==> config.mk <==
export PLATFORM = sky130hd
export DESIGN_NAME = ex_operand_stage
export DESIGN_NICKNAME = d
export VERILOG_FILES = /design/src/rtl/cpu_pkg.sv /design/src/rtl/fwd_sel.sv /design/src/rtl/ex_operand_stage.sv
export SDC_FILE = /design/constraint.sdc
export NUM_CORES = 1
export LEC_CHECK = 0
export CORE_MARGIN = 2
export CORE_UTILIZATION = 38
export DETAILED_ROUTE_END_ITERATION = 8
export PLACE_DENSITY = 0.81
export RECOVER_POWER = 25
export SYNTH_ARGS = -nofsm -noshare
export SYNTH_HDL_FRONTEND = slang
export SYNTH_SLANG_ARGS = --single-unit
==> constraint.sdc <==
create_clock -name clk_i -period 11.9 [get_ports clk_i]
set_clock_uncertainty 0.15 [all_clocks]
set_input_delay 2.38 -clock clk_i [delete_from_list [all_inputs] [get_ports clk_i]]
set_output_delay 2.38 -clock clk_i [all_outputs]
set_load 0.02 [all_outputs]
==> src/rtl/cpu_pkg.sv <==
// rtl/cpu_pkg.sv - ALU opcode encoding and register constants shared by the CPU datapath
package cpu_pkg;

  typedef enum logic [3:0] {
    ALU_AND  = 4'd0,
    ALU_OR   = 4'd1,
    ALU_LW   = 4'd2,
    ALU_SW   = 4'd3,
    ALU_ADDU = 4'd4,
    ALU_SUBU = 4'd5,
    ALU_SLT  = 4'd6,
    ALU_BLEZ = 4'd7,
    ALU_SRA  = 4'd8,
    ALU_SRAV = 4'd9,
    ALU_LUI  = 4'd10,
    ALU_SLTU = 4'd11,
    ALU_SLL  = 4'd12,
    ALU_SMUL = 4'd13,
    ALU_BGTZ = 4'd14
  } alu_op_e;

  localparam int unsigned REG_ZERO = 0;

endpackage

==> src/rtl/fwd_sel.sv <==
// rtl/fwd_sel.sv - picks the newest value of one source register from EX/MEM, MEM/WB or the register file
module fwd_sel
  import cpu_pkg::*;
#(
  parameter int DW = 32,
  parameter int AW = 5
) (
  input  logic [AW-1:0] addr_i,
  input  logic [DW-1:0] rf_data_i,
  input  logic          exm_reg_write_i,
  input  logic [AW-1:0] exm_rd_i,
  input  logic [DW-1:0] exm_result_i,
  input  logic          mwb_reg_write_i,
  input  logic [AW-1:0] mwb_rd_i,
  input  logic [DW-1:0] mwb_result_i,
  output logic [DW-1:0] data_o
);

  logic exm_hit;
  logic mwb_hit;

  // EX/MEM is younger than MEM/WB, so it is checked first
  always_comb begin
    exm_hit = exm_reg_write_i && (exm_rd_i != AW'(REG_ZERO)) && (exm_rd_i == addr_i);
    mwb_hit = mwb_reg_write_i && (mwb_rd_i != AW'(REG_ZERO)) && (mwb_rd_i == addr_i);
    data_o  = rf_data_i;
    if (exm_hit) begin
      data_o = exm_result_i;
    end else if (mwb_hit) begin
      data_o = mwb_result_i;
    end
  end

endmodule

==> src/rtl/ex_operand_stage.sv <==
// rtl/ex_operand_stage.sv - ID/EX register with operand forwarding and load-use stall
module ex_operand_stage
  import cpu_pkg::*;
#(
  parameter int DW = 32,
  parameter int AW = 5
) (
  input  logic          clk_i,
  input  logic          rst_i,
  input  logic          id_valid_i,
  input  logic [AW-1:0] id_rs_addr_i,
  input  logic [AW-1:0] id_rt_addr_i,
  input  logic [AW-1:0] id_rd_addr_i,
  input  logic          id_rt_used_i,
  input  logic [DW-1:0] id_rs_data_i,
  input  logic [DW-1:0] id_rt_data_i,
  input  logic [DW-1:0] id_imm_i,
  input  logic [3:0]    id_alu_ctrl_i,
  input  logic          id_alu_src_i,
  input  logic          id_shift_i,
  input  logic          id_reg_write_i,
  input  logic          id_mem_read_i,
  input  logic          id_mem_write_i,
  input  logic          exm_reg_write_i,
  input  logic [AW-1:0] exm_rd_i,
  input  logic [DW-1:0] exm_result_i,
  input  logic          mwb_reg_write_i,
  input  logic [AW-1:0] mwb_rd_i,
  input  logic [DW-1:0] mwb_result_i,
  input  logic          flush_i,
  output logic          stall_o,
  output logic          ex_valid_o,
  output logic [DW-1:0] ex_src1_o,
  output logic [DW-1:0] ex_src2_o,
  output logic [3:0]    ex_ctrl_o,
  output logic [DW-1:0] ex_store_data_o,
  output logic [AW-1:0] ex_rd_o,
  output logic          ex_reg_write_o,
  output logic          ex_mem_read_o,
  output logic          ex_mem_write_o
);

  logic          valid_q, valid_d;
  logic [AW-1:0] rs_addr_q, rs_addr_d, rt_addr_q, rt_addr_d, rd_addr_q, rd_addr_d;
  logic [DW-1:0] rs_data_q, rs_data_d, rt_data_q, rt_data_d, imm_q, imm_d;
  logic [3:0]    ctrl_q, ctrl_d;
  logic          alu_src_q, alu_src_d, shift_q, shift_d;
  logic          reg_write_q, reg_write_d, mem_read_q, mem_read_d, mem_write_q, mem_write_d;
  logic [DW-1:0] rs_fwd, rt_fwd;

  always_comb begin
    stall_o = valid_q && mem_read_q && (rd_addr_q != AW'(REG_ZERO)) && id_valid_i && !flush_i &&
              ((rd_addr_q == id_rs_addr_i) || (id_rt_used_i && (rd_addr_q == id_rt_addr_i)));

    valid_d     = id_valid_i;
    rs_addr_d   = id_rs_addr_i;
    rt_addr_d   = id_rt_addr_i;
    rd_addr_d   = id_rd_addr_i;
    rs_data_d   = id_rs_data_i;
    rt_data_d   = id_rt_data_i;
    imm_d       = id_imm_i;
    ctrl_d      = id_alu_ctrl_i;
    alu_src_d   = id_alu_src_i;
    shift_d     = id_shift_i;
    reg_write_d = id_reg_write_i;
    mem_read_d  = id_mem_read_i;
    mem_write_d = id_mem_write_i;

    // Bubble: zeroed slot, so its addresses also can never match a forwarding source
    if (flush_i || stall_o) begin
      valid_d     = 1'b0;
      rs_addr_d   = '0;
      rt_addr_d   = '0;
      rd_addr_d   = '0;
      rs_data_d   = '0;
      rt_data_d   = '0;
      imm_d       = '0;
      ctrl_d      = ALU_AND;
      alu_src_d   = 1'b0;
      shift_d     = 1'b0;
      reg_write_d = 1'b0;
      mem_read_d  = 1'b0;
      mem_write_d = 1'b0;
    end
  end

  always_ff @(posedge clk_i or posedge rst_i) begin
    if (rst_i) begin
      valid_q     <= 1'b0;
      rs_addr_q   <= '0;
      rt_addr_q   <= '0;
      rd_addr_q   <= '0;
      rs_data_q   <= '0;
      rt_data_q   <= '0;
      imm_q       <= '0;
      ctrl_q      <= ALU_AND;
      alu_src_q   <= 1'b0;
      shift_q     <= 1'b0;
      reg_write_q <= 1'b0;
      mem_read_q  <= 1'b0;
      mem_write_q <= 1'b0;
    end else begin
      valid_q     <= valid_d;
      rs_addr_q   <= rs_addr_d;
      rt_addr_q   <= rt_addr_d;
      rd_addr_q   <= rd_addr_d;
      rs_data_q   <= rs_data_d;
      rt_data_q   <= rt_data_d;
      imm_q       <= imm_d;
      ctrl_q      <= ctrl_d;
      alu_src_q   <= alu_src_d;
      shift_q     <= shift_d;
      reg_write_q <= reg_write_d;
      mem_read_q  <= mem_read_d;
      mem_write_q <= mem_write_d;
    end
  end

  fwd_sel #(.DW(DW), .AW(AW)) u_fwd_rs (
    .addr_i          (rs_addr_q),
    .rf_data_i       (rs_data_q),
    .exm_reg_write_i (exm_reg_write_i),
    .exm_rd_i        (exm_rd_i),
    .exm_result_i    (exm_result_i),
    .mwb_reg_write_i (mwb_reg_write_i),
    .mwb_rd_i        (mwb_rd_i),
    .mwb_result_i    (mwb_result_i),
    .data_o          (rs_fwd)
  );

  fwd_sel #(.DW(DW), .AW(AW)) u_fwd_rt (
    .addr_i          (rt_addr_q),
    .rf_data_i       (rt_data_q),
    .exm_reg_write_i (exm_reg_write_i),
    .exm_rd_i        (exm_rd_i),
    .exm_result_i    (exm_result_i),
    .mwb_reg_write_i (mwb_reg_write_i),
    .mwb_rd_i        (mwb_rd_i),
    .mwb_result_i    (mwb_result_i),
    .data_o          (rt_fwd)
  );

  always_comb begin
    ex_valid_o      = valid_q;
    ex_src1_o       = shift_q ? imm_q : rs_fwd;
    ex_src2_o       = alu_src_q ? imm_q : rt_fwd;
    ex_ctrl_o       = ctrl_q;
    ex_store_data_o = rt_fwd;
    ex_rd_o         = rd_addr_q;
    ex_reg_write_o  = reg_write_q && valid_q;
    ex_mem_read_o   = mem_read_q && valid_q;
    ex_mem_write_o  = mem_write_q && valid_q;
  end

endmodule

Yosys cells after proc, flatten, opt, wreduce, memory -nomap -nowiden
Index checks and enable logic that the tools add are counted.
Widths: inputs -> output; s select.
{"block": "word_totals", "romBits": 0, "ram_bits": 0, "elab_cells": 58, "out_inout_bits": 110, "inputBits": 201, "regBits": 121, "mem_count": 0, "latch_bits": 0}
{"block": "classes", "n_lt_le_gt_ge": 0, "n_bitwise": 0, "shifts": 0, "n_reduce_logical": 20, "mul": 0, "n_div": 0, "add_sub_neg": 0, "n_mux": 19, "n_eq_ne": 6}
{"operator": "$mux 32", "n": 9}
{"operator": "$eq 5x5->1", "n": 6}
{"operator": "$mux 5", "n": 3}
{"operator": "$reduce_bool 5->1", "n": 3}
{"operator": "$logic_and 1x1->1", "n": 14}
{"operator": "$mux 1", "n": 6}
{"operator": "$mux 4", "n": 1}
{"operator": "$logic_or 1x1->1", "n": 2}
{"operator": "$logic_not 1->1", "n": 1}

Logic depth before layout (Yosys ltp)
Gate-level depths: netlist of run 1.
{"block": "depth", "depth_word": 7, "mapped_depth": 8, "mapped_depth_nobuf": 5}

Cells and area by module
Synthesis of run 1 repeated with hierarchy kept, for this count alone.
{"block": "hier_totals", "hier_cells": 867, "hier_area_um2": 8166.6}
{"mod": "ex_operand_stage", "n_inst": 1, "area_each_um2": 5831.8, "cells_each": 497, "seq_area_each_um2": 3027.9}
{"mod": "fwd_sel", "n_inst": 2, "area_each_um2": 1167.4, "cells_each": 185, "seq_area_each_um2": 0.0}

Worst setup path after synthesis of run 1
Ideal clock, no wire load.
{"block": "synth_path", "path_kind": "in2out", "start": "input port exm_rd_i[0]", "end": "output port ex_src2_o[27]", "path_stages": 6, "slack_ns": 5.066, "n_path_buf": 1, "t_arrival_ns": 4.304, "required_ns": 9.370, "path_cell_list": "or4_4 > o211ai_4 > clkbuf_1 > nor3_1 > a31oi_1 > mux2_2"}
{"block": "synth_between", "elab_chain_len": 5, "elab_cells_between_ends": 6, "cone_classes": "eq/ne: 1; mux: 2; reduce/logical: 3"}
{"item": "start: declaration", "line": "ex_operand_stage.sv:25", "rtl": "input logic [AW-1:0] exm_rd_i,"}
{"item": "$reduce_bool 5->1", "line": "fwd_sel.sv:24", "rtl": "exm_hit = exm_reg_write_i && (exm_rd_i != AW'(REG_ZERO)) && (exm_rd_i == addr_i);"}
{"item": "$logic_and 1x1->1", "line": "fwd_sel.sv:24"}
{"item": "$logic_and 1x1->1 (*)", "line": "fwd_sel.sv:24"}
{"item": "$mux 32 (*)", "line": "fwd_sel.sv:27", "rtl": "if (exm_hit) begin"}
{"item": "named net ex_store_data_o[27]", "line": "ex_operand_stage.sv:36", "rtl": "output logic [DW-1:0] ex_store_data_o,"}
{"item": "$mux 32 (*)", "line": "ex_operand_stage.sv:146", "rtl": "ex_src2_o = alu_src_q ? imm_q : rt_fwd;"}
{"item": "end: declaration", "line": "ex_operand_stage.sv:34", "rtl": "output logic [DW-1:0] ex_src2_o,"}
Mark *: on every way through the listed nets, which the timed path passes. The rest lies on a longest branch.

Final worst setup path of run 1
{"block": "layout_path", "start": "input port mwb_rd_i[2]", "end": "output port ex_src2_o[9]"}
{"block": "layout_between", "elab_chain_len": 6, "elab_cells_between_ends": 7, "cone_classes": "eq/ne: 1; mux: 3; reduce/logical: 3"}
{"item": "start: declaration", "line": "ex_operand_stage.sv:28", "rtl": "input logic [AW-1:0] mwb_rd_i,"}
{"item": "$reduce_bool 5->1", "line": "fwd_sel.sv:25", "rtl": "mwb_hit = mwb_reg_write_i && (mwb_rd_i != AW'(REG_ZERO)) && (mwb_rd_i == addr_i);"}
{"item": "$logic_and 1x1->1", "line": "fwd_sel.sv:25"}
{"item": "$logic_and 1x1->1 (*)", "line": "fwd_sel.sv:25"}
{"item": "$mux 32 (*)", "line": "fwd_sel.sv:29", "rtl": "end else if (mwb_hit) begin"}
{"item": "$mux 32 (*)", "line": "fwd_sel.sv:27"}
{"item": "$mux 32 (*)", "line": "ex_operand_stage.sv:146"}
Every way passes the cells marked *; elsewhere a longest branch is shown, timed or not.

==> metrics.md, run 1 <==
| Metric | Value |
|---|---|
| Period minus WS final | `approximately 9 ns` |
| Maximum capacitance violations | `2` |
| Crit path max fanout | `33` |
| Worst slack, placed | `3.013 ns` |
| Yosys cell types | `35` |
| Final GP Congestion | `roughly 0.9` |
| Nets | `1189` |
| Routed Antenna Nets | `0` |
| Die Y | `approximately 140 µm` |
| Via count | `between 6000 and 7000` |
| Core Util, Final | `59.88%` |
| Critical path arrival | `between 6 and 7 ns` |
| Clock latency at the later pin of the worst-skew pair | `about 0.41 ns` |
| Largest net degree at the start of global routing | `just over 90` |
| Syn. warnings | `0` |
| Reg2Reg Setup Slack | `8.57 ns` |
| Initial Util | `38.64%` |
| Achievable Freq | `between 100 and 150 MHz` |
| Vias in the first global route | `6936` |
| I/O pin count | `311` |
| # clock sinks | `121` |
| P&R area growth vs syn | `54.95%` |
| Die X-Extent | `about 140 µm` |
| CP Data Required Time | `approximately 9.4 ns` |
| Avg WL per Cell | `between 20 and 25 µm` |
| Async S/R FF share, synth | `100.0%` |
| Syn nets | `922` |
| Full die area | `19300 µm²` |
| Post-route DRC | `0` |
| Clock buffer depth | `2` |
| Most used DFF post-synth | `dfrtp_1` |
| Grt total ovfl | `0` |
| Leakage | `4.090 nW` |
| TritonCTS clock tree | `yes` |
| Fin worst setup slack | `2.979 ns` |
| Crit path kind | `in2out` |
| Crit end category | `output port` |
| First-pass GRT wire length | `slightly below 40 mm` |
| Vias per cell | `5.459` |
| Hold WC Path Type | `reg2reg` |
| H-Tree Level Count | `4` |
| DRT Wirelength | `25.46 mm` |
| Dpl hpwl | `17.34 mm` |
| CTS Hold Bufs | `0` |
| Total global-route track usage | `a little over a quarter` |
| RSZ-0062 raised after global routing | `no` |
| Worst-path clk slew | `approximately 0.06 ns` |
| # port buffers | `310` |
| Post-CTS Setup Bufs | `0` |
| Mapped Area | `6918 µm²` |
| Status | `finished with violations` |
| Post-synth EDFFs | `0` |
| Resized cells post-CTS | `0` |
| Setup violators final | `0` |
| CP max-delay cell | `xor2_4` |
| Core Rows | `49` |
| Final period util | `74.96%` |
| Yosys reg bits | `121` |
| Root buffer cell | `clkbuf_16` |
| Hold Vio Cnt, Final | `0` |
| Worst-path cell chain | `clkdlybuf4s50_1 -> xor2_4 -> or2_2 -> or3_1 -> a211oi_2 -> o31ai_1 -> clkdlybuf4s50_1` |
| Share of synthesized area occupied by flip-flops and latches | `43.77%` |
| Cts bufs inserted | `17` |
| VDD IR-drop max | `between 0.00009 and 0.0001 V` |
| Setup TNS after final layout | `0 ns` |
| DRT iter0 DRCs | `461` |
| Critical Path Source Type | `input pin` |
| Slew Limit Fails | `97` |
| Failing checks | `max-capacitance violations, max-slew violations` |
| Worst path max stage delay | `just under 0.8 ns` |
| Fraction of layout cells with a size suffix above 1 | `8.991%` |
| Initial antenna violation count | `3` |
| Slew HR | `-101.3%` |
| Avg Inst Size Synth | `9.595 µm²` |
| Mapped Cells | `between 700 and 800` |
| Drt first pass iters | `5` |
| Crit-path most repeated cell | `clkdlybuf4s50_1` |
| Core area | `17900 µm²` |
| Pin slew with the least headroom to its limit | `3.004 ns` |
| Pwr dens | `116.1 nW/µm²` |
cell families after synthesis:
logic type,synth area share [%]
AND/OR/NAND/NOR,25.94
AO/OA/AOI/OAI,13.40
flip-flops,43.77
buffers and inverters,4.232
multiplexers,8.862
XOR/XNOR,3.798
flip-flops by register name, indices dropped and copies added (netlist names), 4 cells and up:
name / count
ex_ctrl_o: 4
rs_data_q: 32
rt_data_q: 32
rt_addr_q: 5
imm_q: 32
ex_rd_o: 5
rs_addr_q: 5
synth_stat cells, drive strengths merged (3+ instances only):
cell	instances	area share, %
clkbuf	52	2.8
nand2	36	2.0
nor4b	6	1.3
dfrtp	121	44
xor2	10	1.3
mux2i	32	4.6
nor4	27	2.5
a21oi	33	2.4
mux2	26	4.2
nor2	17	0.92
nand4	3	0.27
xnor2	20	2.5
o31ai	64	6.9
nand3	27	2.0
a211oi	7	1.2
buf	17	1.3
and2	124	11
a31oi	26	2.4
nand2b	33	3.0
nor3	28	2.0
placed cells by master (no fill, tap or decap), types with 3 or more instances in the layout:
cell,n
a21oi_1,33
nand2_1,36
nor3_1,28
nor2_1,16
nor4_1,26
nand4_1,3
buf_4,7
mux2i_1,32
nand2b_1,33
xor2_1,7
clkinvlp_4,4
o31ai_1,64
nand3_1,27
a211oi_2,6
dfrtp_1,119
a31oi_1,26
clkbuf_16,17
and2_0,21
xor2_4,3
mux2_2,25
clkinv_2,4
clkdlybuf4s50_1,308
xnor2_1,20
and2_1,102
nor4b_2,6
layout make-up:
class	instances	area (µm²)
clock buffers	21	460.4
multi-input cells	529	3675
flip-flops and latches	121	3030
inverters	2	8.758
clock inverters	11	97.59
repair buffers	317	3156
diodes	2	5.005
fillers	1543	7183
well taps	229	286.5
final timing paths:
check                                     startpoint                     end  depth (start not counted)
worst max-delay path                     mwb_rd_i[2]            ex_src2_o[9]                          7
worst min-delay path            mem_read_q$_DFF_PP0_    ex_valid_o$_DFF_PP0_                          4
worst max register to register  ex_rd_o[0]$_DFF_PP0_  rs_data_q[8]$_DFF_PP0_                          5
worst min register to register  mem_read_q$_DFF_PP0_    ex_valid_o$_DFF_PP0_                          4
max in group asynchronous                      rst_i  rt_data_q[9]$_DFF_PP0_                          3
min in group asynchronous                      rst_i     alu_src_q$_DFF_PP0_                          2
critical path: cells and delay by family:
family | cells | cell delay, ns
and+or+nand+nor | 2 | 1.26
xor gates and xnor gates | 1 | 0.79
buffers and inverters | 2 | 1.38
AOI/OAI and AO/OA | 2 | 0.55
per-layer routing:
metal / part of all wire, % / GRT usage (%)
met5: 0.051 / 0
met4: 2.6 / 10.95
met3: 7.4 / 6.043
met2: 50 / 45.27
met1: 40 / 31.72
power by group:
part           leakage [nW]  switching (mW)  internal [mW]
combinational          2.27           0.154          0.155
sequential             1.56          0.0133          0.433
clock                 0.265           0.192          0.297
through the flow:
step	power [mW]	std cells	hold slack [ns]	cell area [µm²]
global route	1.289	1232	0.7210	10720
detailed placement	0.7614	1198	0.6591	10170
finish	1.244	1232	0.6450	10720
floorplan	0.5936	721	0.6588	6918
CTS	1.254	1230	0.6724	10730
global placement	0.7596	1198	0.6300	10170
Power figures use the tool's default switching activity.
==> inputs of run 2 (changes only) <==
--- a/config.mk
+++ b/config.mk
@@ -8,7 +8,7 @@
 export CORE_MARGIN = 2
 export CORE_UTILIZATION = 38
 export DETAILED_ROUTE_END_ITERATION = 8
-export PLACE_DENSITY = 0.81
+export PLACE_DENSITY = 0.84
 export RECOVER_POWER = 25
 export SYNTH_ARGS = -nofsm -noshare
 export SYNTH_HDL_FRONTEND = slang
==> constraint.sdc (replaced) <==
create_clock -name clk_i -period 8.1 [get_ports clk_i]
set_clock_uncertainty 0.15 [all_clocks]
set_input_delay 1.62 -clock clk_i [delete_from_list [all_inputs] [get_ports clk_i]]
set_output_delay 1.62 -clock clk_i [all_outputs]
set_load 0.02 [all_outputs]
==> metrics.md, run 2 (synthesis results as in run 1) <==
| Metric | Value |
|---|---|
| Status | `finished with violations` |
| Failing checks | `max-capacitance violations, max-slew violations` |
| Initial antenna violation count | `0 (-3)` |
| Leakage | `4.211 nW (+3.0%)` |
| Root buffer cell | `clkbuf_16` |
| VDD IR-drop max | `0.0001398 V (+48%)` |
| # port buffers | `310 (unchanged)` |
| Initial Util | `38.64% (unchanged)` |
| Antenna cells | `0 (-2)` |
| RSZ-0062 raised after global routing | `no` |
| DRT Wirelength | `26.00 mm (+2.1%)` |
| Final GP Congestion | `0.8738 (-2.7%)` |
| Combinational power share | `23.4% (-1.4 points)` |
| Core area | `17900 µm² (unchanged)` |
| P&R area growth vs syn | `56.81%` |
| Core Rows | `49 (unchanged)` |
| Overall Power | `1.953 mW (+57%)` |
| # clock sinks | `121 (unchanged)` |
| Hold WC Path Type | `reg2reg` |
| Setup TNS after final layout | `0 ns (unchanged)` |
| Worst-path clk slew | `0.06 ns (about the same)` |
| Biggest regs | `imm_q x32, rs_data_q x32, rt_data_q x32` |
| Routed Antenna Nets | `0 (unchanged)` |
| Die X-Extent | `138.9 µm (unchanged)` |
| Full die area | `19300 µm² (unchanged)` |
| Pin slew with the least headroom to its limit | `2.681 ns (-0.3228 ns)` |
| Switching share of power | `26.94% (-1.9 points)` |
| Achievable Freq | `139.5 MHz` |
| Die Y | `138.9 µm (unchanged)` |
| I/O pin count | `311 (unchanged)` |
| H-Tree Level Count | `4 (unchanged)` |
| Slew HR | `-79.70% (+22 points)` |
| Fraction of layout cells with a size suffix above 1 | `9.552% (+0.56 points)` |
| NetSw | `526.1 µW (+47%)` |
| Pwr dens | `180.0 nW/µm² (+55%)` |
| Crit path max fanout | `33 (unchanged)` |
| Drt first pass iters | `5 (unchanged)` |
| Post-route DRC | `0 (unchanged)` |
| DRT iter0 DRCs | `438 (-5.0%)` |
| Sequential power share | `33.6% (-2.2 points)` |
| Hold Vio Cnt, Final | `0 (unchanged)` |
| First-pass GRT wire length | `39.60 mm (+1.3%)` |
| TritonCTS clock tree | `yes` |
| Critical path arrival | `5.40 ns (-0.99 ns)` |
| Critical Path Source Type | `input pin` |
| Vias in the first global route | `6900 (-0.52%)` |
| Maximum capacitance violations | `2 (unchanged)` |
| Post-CTS Setup Bufs | `0 (unchanged)` |
| Total global-route track usage | `26.74% (+0.47 points)` |
| Final instance area | `10850 µm² (+1.2%)` |
| Largest net degree at the start of global routing | `65 (-29%)` |
| Nets | `1193 (+0.34%)` |
| Clock latency at the later pin of the worst-skew pair | `0.41 ns (about the same)` |
| Most frequent cells in the layout | `clkdlybuf4s50_1, and2_1, dfrtp_1, o31ai_1, nand2_1` |
| Power Internal | `1.427 mW (+61%)` |
| Cts bufs inserted | `17 (unchanged)` |
| Slew Limit Fails | `124 (+28%)` |
| Dpl cell area | `10200 µm² (+0.30%)` |
| Avg WL per Cell | `21.07 µm (+2.0%)` |
| Resized cells post-CTS | `0 (unchanged)` |
| Clk pwr share | `43.1% (+3.8 points)` |
| Commonest non-fill, non-tap cell in the layout | `clkdlybuf4s50_1` |
| Via count | `6740 (+0.21%)` |
| Crit end category | `output port` |
| Dpl hpwl | `18.14 mm (+4.6%)` |
| Vias per cell | `5.462 (about the same)` |
| Clock buffer depth | `2 (unchanged)` |
| CP Data Required Time | `6.33 ns (-3.04 ns)` |
| Worst slack, placed | `0.9653 ns (-2.048 ns)` |
| Crit path kind | `in2out` |
| Grt total ovfl | `0 (unchanged)` |
| Final period util | `88.48%` |
| CTS Hold Bufs | `0 (unchanged)` |
| Setup violators final | `0 (unchanged)` |
| Period minus WS final | `7.167 ns` |
| Fin worst setup slack | `0.9329 ns (-2.047 ns)` |
## run 2: cell types whose count changed in the layout (fill, tap and decap cells not counted), moves of 3 or more
cell	delta
and2_0	-20
and2_1	+20
buf_4	+3
bufinv_16	+4
clkdlybuf4s50_1	-12
clkinvlp_4	-4
dlygate4sd3_1	+12
## run 2: per-layer routing
metal	track usage, %	vias up	part of all wire [%]
li1	-	3092	-
met1	33.04	3274	41
met2	46.62	342	51
met3	5.732	32	7.1
met4	8.878	0	1.9
met5	0	-	0
## run 2: cell type report
cell class,count,area [µm²]
clock buffer,20,456.7
fill,1508,7054
clock inverter,12,196.4
sequential,121,3030
inverter,2,8.758
timing repair buffer,321,3183
tap,229,286.5
multi-input combinational,529,3686
## run 2: worst paths after layout
path	startpoint	endpoint	slack (ns)	cells after the start
min reg2reg	mem_read_q$_DFF_PP0_	ex_valid_o$_DFF_PP0_	0.69	4
max	mwb_rd_i[4]	ex_src2_o[25]	0.93	7
min in group asynchronous	rst_i	ex_ctrl_o[1]$_DFF_PP0_	2.27	2
max reg2reg	ex_rd_o[0]$_DFF_PP0_	rt_data_q[31]$_DFF_PP0_	5.17	5
min	mem_read_q$_DFF_PP0_	ex_valid_o$_DFF_PP0_	0.69	4
max in group asynchronous	rst_i	imm_q[9]$_DFF_PP0_	2.96	3
## run 2: metrics by stage
stage | cells | utilization, % | hold slack [ns]
floorplan | 721 | - | 0.6588
global placement | 1202 | 56.97 | 0.6375
detailed placement | 1202 | 56.97 | 0.6530
CTS | 1234 | 60.62 | 0.6717
global route | 1234 | 60.60 | 0.7541
finish | 1234 | 60.60 | 0.6877
## run 2: critical path: stages
cell and delay, ns:
clkdlybuf4s50_1 0.66, xor2_4 0.66, or2_2 0.80, or3_1 0.50
a211oi_2 0.16, o31ai_1 0.31, clkdlybuf4s50_1 0.66
## run 2: power by group through the flow
stage / Clock (mW) / Sequential [mW] / Combinational (mW)
after floorplan: 0 / 0.659 / 0.213
after global placement: 0 / 0.664 / 0.452
after detailed placement: 0 / 0.665 / 0.457
after CTS: 0.855 / 0.655 / 0.459
after global routing: 0.883 / 0.658 / 0.485
final: 0.841 / 0.655 / 0.456
==> inputs of run 3 (changes only) <==
--- a/config.mk
+++ b/config.mk
@@ -10,6 +10,7 @@
 export DETAILED_ROUTE_END_ITERATION = 8
 export PLACE_DENSITY = 0.84
 export RECOVER_POWER = 25
+export SKIP_CTS_REPAIR_TIMING = 1
 export SYNTH_ARGS = -nofsm -noshare
 export SYNTH_HDL_FRONTEND = slang
 export SYNTH_SLANG_ARGS = --single-unit
==> results of run 3 <==
The final DEF is identical to that of run 2; final timing and power are the same.
